<file path="src/rtl/axil_sram_bridge.sv">
// AXI4-Lite slave bridging single transactions onto a single-port synchronous SRAM.
// One outstanding access; writes start only when AWVALID and WVALID coincide.
module axil_sram_bridge #(
    parameter logic [31:0] ADDR_BASE  = 32'h2000_0000,
    parameter int unsigned ADDR_WIDTH = 14,
    parameter bit          ERR_EN     = 1'b0
) (
    input  logic                  clk,
    input  logic                  rst_n,
    input  logic [31:0]           s_axi_awaddr,
    input  logic [2:0]            s_axi_awprot,
    input  logic                  s_axi_awvalid,
    output logic                  s_axi_awready,
    input  logic [31:0]           s_axi_wdata,
    input  logic [3:0]            s_axi_wstrb,
    input  logic                  s_axi_wvalid,
    output logic                  s_axi_wready,
    output logic [1:0]            s_axi_bresp,
    output logic                  s_axi_bvalid,
    input  logic                  s_axi_bready,
    input  logic [31:0]           s_axi_araddr,
    input  logic [2:0]            s_axi_arprot,
    input  logic                  s_axi_arvalid,
    output logic                  s_axi_arready,
    output logic [31:0]           s_axi_rdata,
    output logic [1:0]            s_axi_rresp,
    output logic                  s_axi_rvalid,
    input  logic                  s_axi_rready,
    output logic                  sram_en_o,
    output logic                  sram_we_o,
    output logic [3:0]            sram_wem_o,
    output logic [ADDR_WIDTH-1:0] sram_addr_o,
    output logic [31:0]           sram_wdata_o,
    input  logic [31:0]           sram_rdata_i
);

    typedef enum logic [2:0] {
        IDLE, WR_EXE, WR_RESP, RD_EXE, RD_WAIT, RD_RESP
    } state_e;

    localparam int unsigned TAG_LSB  = ADDR_WIDTH + 2;
    localparam logic [1:0]  OKAY     = 2'b00;
    localparam logic [1:0]  RESP_OOW = ERR_EN ? 2'b10 : 2'b00;

    state_e                state_q, state_d;
    logic [ADDR_WIDTH-1:0] addr_q, addr_d;
    logic [31:0]           wdata_q, wdata_d;
    logic [31:0]           rdata_q, rdata_d;
    logic [3:0]            wstrb_q, wstrb_d;
    logic [1:0]            bresp_q, bresp_d;
    logic [1:0]            rresp_q, rresp_d;
    logic                  idle, aw_in_win, ar_in_win;
    logic                  unused_ok;

    assign unused_ok = ^{s_axi_awprot, s_axi_arprot, s_axi_awaddr[1:0], s_axi_araddr[1:0]};

    assign aw_in_win = (s_axi_awaddr[31:TAG_LSB] == ADDR_BASE[31:TAG_LSB]);
    assign ar_in_win = (s_axi_araddr[31:TAG_LSB] == ADDR_BASE[31:TAG_LSB]);

    // Readies come from the state register only; held low while reset is asserted.
    assign idle          = (state_q == IDLE) && rst_n;
    assign s_axi_awready = idle;
    assign s_axi_wready  = idle;
    assign s_axi_arready = idle;

    assign s_axi_bvalid  = (state_q == WR_RESP);
    assign s_axi_bresp   = bresp_q;
    assign s_axi_rvalid  = (state_q == RD_RESP);
    assign s_axi_rdata   = rdata_q;
    assign s_axi_rresp   = rresp_q;

    assign sram_en_o     = (state_q == WR_EXE) || (state_q == RD_EXE);
    assign sram_we_o     = (state_q == WR_EXE);
    assign sram_addr_o   = addr_q;
    assign sram_wem_o    = wstrb_q;
    assign sram_wdata_o  = wdata_q;

    always_comb begin
        state_d = state_q;
        addr_d  = addr_q;
        wdata_d = wdata_q;
        wstrb_d = wstrb_q;
        rdata_d = rdata_q;
        bresp_d = bresp_q;
        rresp_d = rresp_q;
        case (state_q)
            IDLE: begin
                if (s_axi_awvalid && s_axi_wvalid) begin
                    addr_d  = s_axi_awaddr[TAG_LSB-1:2];
                    wdata_d = s_axi_wdata;
                    wstrb_d = s_axi_wstrb;
                    if (aw_in_win) begin
                        bresp_d = OKAY;
                        state_d = WR_EXE;
                    end else begin
                        bresp_d = RESP_OOW;
                        state_d = WR_RESP;
                    end
                end else if (s_axi_arvalid) begin
                    addr_d = s_axi_araddr[TAG_LSB-1:2];
                    if (ar_in_win) begin
                        rresp_d = OKAY;
                        state_d = RD_EXE;
                    end else begin
                        rdata_d = '0;
                        rresp_d = RESP_OOW;
                        state_d = RD_RESP;
                    end
                end
            end
            WR_EXE:  state_d = WR_RESP;
            WR_RESP: if (s_axi_bready) state_d = IDLE;
            RD_EXE:  state_d = RD_WAIT;
            RD_WAIT: begin
                rdata_d = sram_rdata_i;
                state_d = RD_RESP;
            end
            RD_RESP: if (s_axi_rready) state_d = IDLE;
            default: state_d = IDLE;
        endcase
    end

    always_ff @(posedge clk or negedge rst_n) begin
        if (!rst_n) begin
            state_q <= IDLE;
            addr_q  <= '0;
            wdata_q <= '0;
            wstrb_q <= '0;
            rdata_q <= '0;
            bresp_q <= '0;
            rresp_q <= '0;
        end else begin
            state_q <= state_d;
            addr_q  <= addr_d;
            wdata_q <= wdata_d;
            wstrb_q <= wstrb_d;
            rdata_q <= rdata_d;
            bresp_q <= bresp_d;
            rresp_q <= rresp_d;
        end
    end

endmodule

</file>
<file path="config.mk">
export PLATFORM = sky130hd
export DESIGN_NAME = axil_sram_bridge
export DESIGN_NICKNAME = d
export VERILOG_FILES = /design/src/rtl/axil_sram_bridge.sv
export SDC_FILE = /design/constraint.sdc
export NUM_CORES = 1
export LEC_CHECK = 0
export BUFFER_PORTS_ARGS = -buffer_cell sky130_fd_sc_hd__buf_4
export CAP_MARGIN = 20
export CORE_AREA = 2 2 91 93
export CTS_BUF_LIST = sky130_fd_sc_hd__clkbuf_8
export DETAILED_ROUTE_END_ITERATION = 8
export DIE_AREA = 0 0 93 95
export GPL_TIMING_DRIVEN = 0
export PLACE_DENSITY = 0.86
export SKIP_CTS_REPAIR_TIMING = 1
export SYNTH_ARGS = -nofsm -noshare
export SYNTH_HDL_FRONTEND = slang
export SYNTH_SLANG_ARGS = --single-unit
export TNS_END_PERCENT = 10
</file>
<file path="constraint.sdc">
create_clock -name clk -period 4.25 [get_ports clk]
set_clock_uncertainty 0.15 [all_clocks]
set_input_delay 0 -clock clk [delete_from_list [all_inputs] [get_ports clk]]
set_output_delay 0 -clock clk [all_outputs]
set_load 0.005 [all_outputs]
</file>
## After elaboration in Yosys (flattened, before gate mapping)

Index checks and enable logic that the tools add are counted.

| storage, ports and cells | value |
|---|---|
| register bits after elaboration | 85 |
| input bits | 145 |
| logic and storage cells | 41 |

| cells by class | value |
|---|---|
| equal/unequal tests | 13 |
| mux-type cells | 13 |
| reductions and logical operators | 10 |

Operators with widths:

| operator | count |
|---|---|
| $mux W32 | 3 |
| $pmux W32 S2 | 1 |
| $eq A16 B14 Y1 const B | 2 |
| $mux W14 | 2 |
| $pmux W3 S6 | 1 |
| $mux W3 | 5 |
| $eq A3 B2 Y1 const B | 2 |
| $eq A3 B3 Y1 const B | 2 |
| $ne A2 B2 Y1 const B | 3 |
| $ne A2 B1 Y1 const B | 2 |
| $reduce_and A2 Y1 | 2 |
| $reduce_and A4 Y1 | 1 |
| $reduce_bool A2 Y1 | 2 |
| $eq A3 B1 Y1 const B | 1 |
| $logic_not A3 Y1 | 1 |
| $ne A3 B2 Y1 const B | 1 |
| $reduce_and A3 Y1 | 1 |
| $logic_and A1 B1 Y1 | 2 |
| $mux W2 | 1 |
| $logic_or A1 B1 Y1 | 1 |

## Depth between registers and ports, before layout

| depth | value |
|---|---|
| depth after elaboration | 5 |
| gate-level depth with buffers | 6 |

## Worst setup path after synthesis

OpenSTA, ideal clock, no wires.

| path | value |
|---|---|
| kind | register -> register |
| from | register state_q[1] |
| to | register wdata_q[0] (netlist: sram_wdata_o[0]) |
| data arrival time | 1.371 ns |
| required time | 3.972 ns |
| path slack | 2.602 ns |
| cell stages (with the launch flop) | 6 |
| path buffers | 2 |
| cells stage by stage | dfrtp_1 -> buf_2 -> nor3_4 -> nand2_2 -> buf_4 -> mux2_1 |

| between the ends | value |
|---|---|
| word-level cells in the longest chain between the ends | 2 |

Ends and longest elaborated chain:

| element | line | source |
|---|---|---|
| start: declaration | 45 | `state_e state_q, state_d;` |
| start signal: assignment | 133 | `state_q <= state_d;` |
| $logic_not A3 Y1 | 86 | `case (state_q)` |
| $reduce_and A2 Y1 (no source line) | - |  |
| end signal: assignment | 135 | `wdata_q <= wdata_d;` |
| end: declaration | 47 | `logic [31:0] wdata_q, wdata_d;` |

Every way passes these cells.
A chain may end at the register's enable or synchronous reset.

## Worst setup path in the final report

| path | value |
|---|---|
| from | input s_axi_wvalid |
| to | register addr_q[5] (netlist: sram_addr_o[5]) |

| between the ends | value |
|---|---|
| word-level cells in the longest chain between the ends | 3 |
| elaborated cells on any way between the ends | 4 |

Ends and longest elaborated chain:

| element | line | source |
|---|---|---|
| start: declaration | 16 | `input logic s_axi_wvalid,` |
| $logic_and A1 B1 Y1 (*) | 88 | `if (s_axi_awvalid && s_axi_wvalid) begin` |
| $reduce_bool A2 Y1 (no source line) | - |  |
| $reduce_and A2 Y1 (no source line) | - |  |
| end signal: assignment | 134 | `addr_q <= addr_d;` |
| end: declaration | 46 | `logic [ADDR_WIDTH-1:0] addr_q, addr_d;` |

Mark *: on every way between the ends. The rest lies on a longest branch, timed or not.

==> reports/results.tsv <==
metric	value	unit
crit_slowest_cell	dlygate4sd3_1	
cpMostUsedCell	dlygate4sd3_1	
critPathLaunchType	primary input	
via_count	3727	
post-dp-hpwl	7.60	mm
drive_gt1_share	44.4	%
overflow	0	
h-tree-depth	3	
cts-root-buf	clkbuf_8	
boundaryPins	238	
cts_sinks	85	
slowest_delay	590	ps
start_util	44.5	%
clk_pin_slew	90	ps
vdd_drop_max	0.297	mV
wirelength	13.7	mm
ys_ff_latch	85	
final_common_cell	buf_4	
clock_latency	330	ps
crit_type	in2reg	
dp_slack	2410	ps
dpl.cell_count	593	
power_density	568	nW/um2
layout_common_cells	buf_4 (232), dlygate4sd3_1 (112), dfrtp_1 (85), a22o_1 (32), mux2_1 (30)	
place.gp.congestion	0.852	
cp_max_fo	10	
portBuffers	223	
synth-seq-area-share	60.3	%
drt_first_iter_violations	123	
status	complete, but fails checks	
rsz0062_at_grt	false	
std_cell_rows	33	
ys.warnings.count	0	
n_antenna_cell	0	
worst-path-buf-inv	6	
cts_buffer_depth	2	
final.setup.tns	0	ps
min_period	2740	ps
grt_pass1_vias	3024	
fin_crit_sh	64.4	%
tightestPinTransition	854	ps
netlist_instances	262	
cpLargestDelayFamily	buffers and inverters	
endpoint_kind	flip-flop	
grt.met3_usage	3.67	%
die_area	8840	um2
die_w	93	um
worstHoldPathType	in2reg	
final_max_slew_viol_count	0	
setup_viol	0	
wire_per_inst	19.0	um
syn_area	3530	um2
die_h	95	um
crit_required	4320	ps
area_growth	89.2	%
cp_cell_sequence	dlygate4sd3_1 -> buf_4 -> and2_1 -> buf_2 -> buf_2 -> mux2i_1 -> dlygate4sd3_1 -> o21ai_0 -> dlygate4sd3_1	
firstDrtPassIters	4	
grt_start_max_net_pins	87	
core	7930	um2
rrSetupSlack	1890	ps
ant_nets	0	
cts_tree	built	
power.leakage	0.00332	uW
fin_util	84.2	%
use_met1	24.0	%
final_cell_count_no_fill	722	
grt.busiest_layer	met2	
seq_area	2130	um2
grt_use_met2	39.0	%
grt_pass1_wl	14.3	mm
nets	757	
relSlewSlack	42.9	%
nFillCells	406	
yosys.cell_types.count	35	
antenna_found_initial	0	
worstPathArrival	2810	ps
grt_usage	20.9	%
multi_input_area	1260	um2
syn_area_per_cell	13.5	um2
hold_viol	1	
holdWs	-0.702	ps
cap_viol_max_count	0	
worst_slack	1510	ps
drc	0	
cts_buffers	9	
clock.fmax	365	MHz
viasPerCell	5.16	
violations	hold timing	
[through the flow]
step	power (uW)	hold WS [ps]	instance area [um2]
after floorplan	2080	-446	3540
after global placement	2910	63.2	5350
after detailed placement	2990	68.5	5350
after CTS	3510	-305	5530
after global routing	3990	48.0	6680
final	3790	-0.702	6680
[tightest hold or removal path, delay by kind of cell]
kind,cells,cell delay (ps)
AOI/OAI and AO/OA,2,220
buffers and inverters,1,100
and+or+nand+nor,1,120
[cell families after synthesis]
family	share of synthesized area [%]
compound gates	12.9
simple gates	6.88
flops	60.3
other cells	0.106
buf+inv	4.36
mux	15.5
[synth_stat cells]
cell type	n	area [um2]
a21oi_1	5	25.0
nand2_2	1	6.26
or3_1	1	6.26
nor2b_1	2	12.5
nand4_1	1	6.26
o21ai_2	2	17.5
nor2_1	1	3.75
nor4_1	6	37.5
buf_1	1	3.75
buf_2	9	45.0
o21ai_0	16	80.1
mux2_2	6	67.6
buf_6	3	33.8
a41o_1	1	10.0
nor4b_2	1	15.0
buf_4	9	67.6
and2_1	3	18.8
nand3b_1	1	7.51
nand2_1	17	63.8
dfrtp_1	85	2130
nand2b_1	2	12.5
nor2_2	1	6.26
nor3b_1	1	7.51
a21bo_2	2	20.0
nor3_4	1	16.3
mux2i_1	14	140
a41oi_1	1	8.76
a22o_1	32	280
and3b_1	1	8.76
nand3_1	1	5.00
clkbuf_1	1	3.75
nor4b_1	1	8.76
mux2_1	30	338
a211oi_1	2	15.0
conb_1	1	3.75
[power breakdown]
group          leakage (uW)  total (uW)  switching [uW]  internal (uW)
sequential          0.00105        1440             246           1190
clock             0.0000975         541             319            222
combinational       0.00218        1810             747           1070
[metal layers]
metal  vias up  part of all wire (%)
met5         -                     0
met4         0                   3.3
met3        36                   5.7
met2       190                    55
met1      1851                    36
li1       1650                     -
[path summary, 6_finish.rpt]
path                                 startpoint         endpoint  cells after the start
worst max-delay path               s_axi_wvalid   sram_addr_o[5]                      9
worst min-delay path              s_axi_arvalid       state_q[0]                      4
worst max register to register       state_q[1]   sram_addr_o[5]                      7
worst min register to register  sram_addr_o[11]  sram_addr_o[11]                      2
max in group asynchronous                 rst_n  sram_wdata_o[6]                      3
min in group asynchronous                 rst_n  sram_wdata_o[3]                      3
[flip-flops by register name (all words and copies together) (netlist names)]
signal	cells
s_axi_rdata	32
sram_addr_o	14
sram_wdata_o	32
sram_wem_o	4
state_q	3
[layout make-up]
type | count | share of cell area, %
flip-flops and latches | 85 | 31.9
clock inverters | 7 | 0.881
clock buffers | 9 | 1.85
well taps | 105 | 1.97
multi-input cells | 157 | 18.9
plain buffers | 23 | 2.30
repair buffers | 336 | 42.3
Power figures use the tool's default switching activity.
